### src/rtl/alu_mul_seq.sv
// rtl/alu_mul_seq.sv - shift-and-add multiplier sequencer borrowing the shared ALU adder
// Optional feature: define ALU_MUL_ZERO_SKIP_EN to finish zero-operand multiplies in one edge.
module alu_mul_seq #(
    parameter int W     = 8,
    parameter int CNT_W = 4
) (
    input  logic             Clk,
    input  logic             Reset,
    input  logic             Start,
    input  logic [W-1:0]     MultA,
    input  logic [W-1:0]     MultB,
    output logic             Busy,
    output logic             Done,
    output logic [2*W-1:0]   Product,
    output logic             AluReq,
    input  logic             AluGnt,
    output logic [W-1:0]     AluInA,
    output logic [W-1:0]     AluInB,
    output logic [3:0]       AluOp,
    input  logic [W-1:0]     AluOut,
    input  logic             AluCarry
);

    typedef enum logic [1:0] {
        S_IDLE  = 2'd0,
        S_ADD   = 2'd1,
        S_SHIFT = 2'd2,
        S_DONE  = 2'd3
    } state_t;

    state_t             state;
    logic [W-1:0]       m;
    logic [W-1:0]       p_hi;
    logic [W-1:0]       q;
    logic               c;
    logic [CNT_W-1:0]   cnt;
    logic [2*W-1:0]     product_r;

    logic [W-1:0]       p_sh;
    logic [W-1:0]       q_sh;
    logic               zero_op;

    // One-bit right shift of the 2W+1 bit accumulator {C, P_hi, Q}
    assign p_sh = {c, p_hi[W-1:1]};
    assign q_sh = {p_hi[0], q[W-1:1]};

`ifdef ALU_MUL_ZERO_SKIP_EN
    assign zero_op = (MultA == '0) || (MultB == '0);
`else
    assign zero_op = 1'b0;
`endif

    always_ff @(posedge Clk or negedge Reset) begin
        if (!Reset) begin
            state     <= S_IDLE;
            m         <= '0;
            p_hi      <= '0;
            q         <= '0;
            c         <= 1'b0;
            cnt       <= '0;
            product_r <= '0;
        end else begin
            case (state)
                S_IDLE, S_DONE: begin
                    if (Start) begin
                        m    <= MultA;
                        q    <= MultB;
                        p_hi <= '0;
                        c    <= 1'b0;
                        cnt  <= '0;
                        if (zero_op) begin
                            product_r <= '0;
                            state     <= S_DONE;
                        end else begin
                            state <= MultB[0] ? S_ADD : S_SHIFT;
                        end
                    end else begin
                        state <= S_IDLE;
                    end
                end
                S_ADD: begin
                    // Without a grant the ALU result is not ours; hold everything
                    if (AluGnt) begin
                        p_hi  <= AluOut;
                        c     <= AluCarry;
                        state <= S_SHIFT;
                    end
                end
                S_SHIFT: begin
                    p_hi <= p_sh;
                    q    <= q_sh;
                    c    <= 1'b0;
                    cnt  <= cnt + 1'b1;
                    if (cnt == CNT_W'(W - 1)) begin
                        product_r <= {p_sh, q_sh};
                        state     <= S_DONE;
                    end else begin
                        state <= q_sh[0] ? S_ADD : S_SHIFT;
                    end
                end
                default: state <= S_IDLE;
            endcase
        end
    end

    assign Busy    = (state == S_ADD) || (state == S_SHIFT);
    assign Done    = (state == S_DONE);
    assign AluReq  = (state == S_ADD);
    assign AluInA  = (state == S_ADD) ? p_hi : '0;
    assign AluInB  = (state == S_ADD) ? m : '0;
    assign AluOp   = 4'b0000;
    assign Product = product_r;

endmodule
### config.mk
export PLATFORM = sky130hd
export DESIGN_NAME = alu_mul_seq
export DESIGN_NICKNAME = d
export VERILOG_FILES = /design/src/rtl/alu_mul_seq.sv
export SDC_FILE = /design/constraint.sdc
export NUM_CORES = 1
export LEC_CHECK = 0
export ABC_CLOCK_PERIOD_IN_PS = 2000
export BUFFER_PORTS_ARGS = -buffer_cell sky130_fd_sc_hd__buf_2
export CAP_MARGIN = 20
export CELL_PAD_IN_SITES_DETAIL_PLACEMENT = 0
export CELL_PAD_IN_SITES_GLOBAL_PLACEMENT = 2
export CORE_MARGIN = 3
export CORE_UTILIZATION = 33
export CTS_BUF_LIST = sky130_fd_sc_hd__clkbuf_4 sky130_fd_sc_hd__clkbuf_8
export CTS_CLUSTER_SIZE = 14
export DETAILED_ROUTE_END_ITERATION = 7
export PLACE_DENSITY = 0.84
export SYNTH_ARGS = -nofsm -noshare
export SYNTH_HDL_FRONTEND = slang
export SYNTH_SLANG_ARGS = --single-unit
### constraint.sdc
create_clock -name Clk -period 2 [get_ports Clk]
set_input_delay 0.4 -clock Clk [delete_from_list [all_inputs] [get_ports Clk]]
set_output_delay 0.4 -clock Clk [all_outputs]
set_load 0.02 [all_outputs]
==> impl_results.md <==
- Clock transition at path regs: 0.08 ns
- RSZ-0062 raised after global routing: false
- Mapped Area: 0.00216 mm^2
- CTS max path bufs: 2
- Power Dens Cells: 1230 mW/mm^2
- H-tree levels: 2
- Yosys cell types: 29
- Post-synthesis register bit count: 46
- Final Hold Viols: 0
- Fin worst setup slack: 0.140 ns
- Die X: 86.8 um
- Initial core utilization: 35.2%
- Clock Power Share: 17.5%
- Hold_buf cts: 0
- Min Clock Period, post-route: 1.86 ns
- Worst-path fanout max: 5
- Post-synth top area cell: dfrtp_1
- Worst path required time: 1.60 ns
- GP Congestion: 0.790
- Main synth FF type: dfrtp_1
- Top-count cell post-synth: dfrtp_1
- Gate power share: 39.8%
- Global routing usage on met1: 17.7%
- First-pass GRT wire length: 7750 um
- First-pass DRT Iterations: 4
- Synthesized instance count: 186
- Aggregate global-route resource usage: 13.4%
- DRT antenna net count: 0
- Post-Layout Cell Count: 327
- Via Count: 1601
- Synth Warn #: 0
- FMAX: 538 MHz
- FILL cells: 596
- Final core area utilization: 43.3%
- Grt ovf: 0
- Placed Cells: 320
- # IOs: 68
- Max VDD drop: 510 uV
- # diodes: 0
- Commonest cells post-synth: 46 x dfrtp_1, 16 x and2_1, 16 x o21ai_0
- Crit Path Category: reg2out
- Layout area overhead: 23.3%
- Die footprint: 0.00754 mm^2
- Synth Area per Inst: 11.6 um^2
- PortBufs: 63
- Leakage: 1.38 nW
- Sequential power share: 42.7%
- Status: finished, final reports clean
- Sw frac: 39.0%
- Detail-routed via count per cell: 4.90
- Skew final: 0.00486 ns
- Critical Path Start Type: flip-flop
- Asr flop ratio synth: 100%
- Number of synthesized flops with an enable pin: 0
- CTS Buf Count: 5
- Post-route DRC: 0
- Row cnt: 28
- Initial antenna violation count: 0
- Setup TNS: 0 ns
- Layer with the highest usage: met2
- Hold Crit Class: in2async
- Worst slack, placed: 0.273 ns
- Met2 GRT Util: 21.3%
- Synth top area share: 53.4%
- Drt first-iter violations: 74
- CP endpoint kind: output port
- CTS root buffer: clkbuf_8
- Vias in the first global route: 1548
- Int Power: 1.99 mW
- Area of the core: 0.00613 mm^2
- Max-slew violation count: 0
- Final Setup Violations: 0
- Largest net degree at the start of global routing: 47
- Rel. slew slack: 66.0%
- Routed WL: 4890 um
- Total of max-cap violations: 0
- Top post-synthesis cells by area: dfrtp_1 53%, mux2_2 7.3%, mux2_4 7.0%
- Total power: 3.26 mW
- Fin nets: 285
- GRT met3 Usage: 3.23%
- P_sw: 1.27 mW
- Post-synthesis sequential area ratio: 53.4%
- CTS tree: yes
- Arr. time, crit path: 1.46 ns
- Slew of the pin with the lowest slew margin: 0.504 ns
- Layout cell share with drive strength beyond 1: 41.7%
- Detailed Place HPWL: 3420 um
- Die Height: 86.8 um
- Tcrit/Tclk final: 93.0%
- Sink Count: 46
- Worst-Skew Late Latency: 0.30 ns
- Drt wl/cell: 14.9 um
worst paths after layout:
kind                                 startpoint                  end  slack (ns)  cells after the start
max in group asynchronous                 Reset  p_hi[1]$_DFFE_PN0P_        1.70                      2
min reg2reg                    m[2]$_DFFE_PN0P_     m[2]$_DFFE_PN0P_        0.50                      1
max reg2reg                state[0]$_DFFE_PN0P_   cnt[3]$_DFFE_PN0P_        0.21                      5
min in group Clk                       MultA[3]     m[3]$_DFFE_PN0P_        0.33                      2
min                                       Reset     q[3]$_DFFE_PN0P_        0.08                      2
max                        state[0]$_DFFE_PN0P_                 Busy        0.14                      4
placed cells by master (no fill, tap or decap), drive strengths merged:
| master | instances |
|---|---|
| a21oi | 8 |
| a22o | 2 |
| a22oi | 8 |
| a31oi | 1 |
| a32o | 1 |
| and2 | 16 |
| and3 | 2 |
| buf | 69 |
| clkbuf | 7 |
| conb | 4 |
| dfrtp | 46 |
| ha | 4 |
| inv | 6 |
| mux2 | 24 |
| nand2 | 16 |
| nand2b | 2 |
| nand3 | 3 |
| nor2 | 1 |
| o211ai | 1 |
| o21ai | 16 |
| o21bai | 1 |
| o22ai | 14 |
layout make-up:
type	count	area, um^2	share of cell area [%]
sequential	46	1150	43.3
multi-input combinational	124	921	34.7
timing repair buffer	69	385	14.5
tap	75	93.8	3.53
clock buffer	7	83.8	3.15
inverter	6	22.5	0.847
worst max-delay path: stages, from the launching register on:
cell	delay, ns
dfrtp_1	0.44
inv_1	0.06
ha_1	0.35
inv_1	0.13
buf_2	0.19
cells by family after synthesis:
| group | Yosys count | share of synthesized area [%] |
|---|---|---|
| flip-flops | 46 | 53.4 |
| AO/OA/AOI/OAI | 52 | 14.7 |
| multiplexers | 24 | 14.3 |
| buffers and inverters | 19 | 4.99 |
| adder cells (fa/ha/maj) | 4 | 2.32 |
| AND/OR/NAND/NOR | 40 | 10.2 |
| other | 1 | 0.174 |
state kept, by name, summed over array words and instances, names as in the netlist:
signal and count:
cnt 4, q 7, p_hi 8, m 8, Product 16, state 2
c 1
stage by stage:
step	area, um^2	hold WS (ns)
after CTS	2650	0.0923
after global routing	2660	0.0963
after detailed placement	2560	0.417
after floorplan	2170	0.104
after global placement	2560	0.405
final	2660	0.0834
routing by layer:
| layer | share of wire (%) | up-vias | routed length [um] |
|---|---|---|---|
| met2 | 48 | 42 | 2360 |
| met5 | 0 | - | 0 |
| met3 | 5.0 | 4 | 244 |
| li1 | - | 785 | - |
| met1 | 45 | 770 | 2220 |
| met4 | 1.2 | 0 | 59 |
power by group through the flow:
stage	logic, mW	registers (mW)	clock network [mW]
floorplan	0.926	1.34	0
global placement	1.29	1.40	0
detailed placement	1.29	1.41	0
CTS	1.30	1.39	0.588
global route	1.44	1.43	0.618
finish	1.30	1.39	0.570
repair_timing:
action,in CTS,in global routing
buffers inserted,0,0
resized for setup,1,1
setup endpoints to repair,1,1
Note: power is estimated with default switching activity, not from simulation.
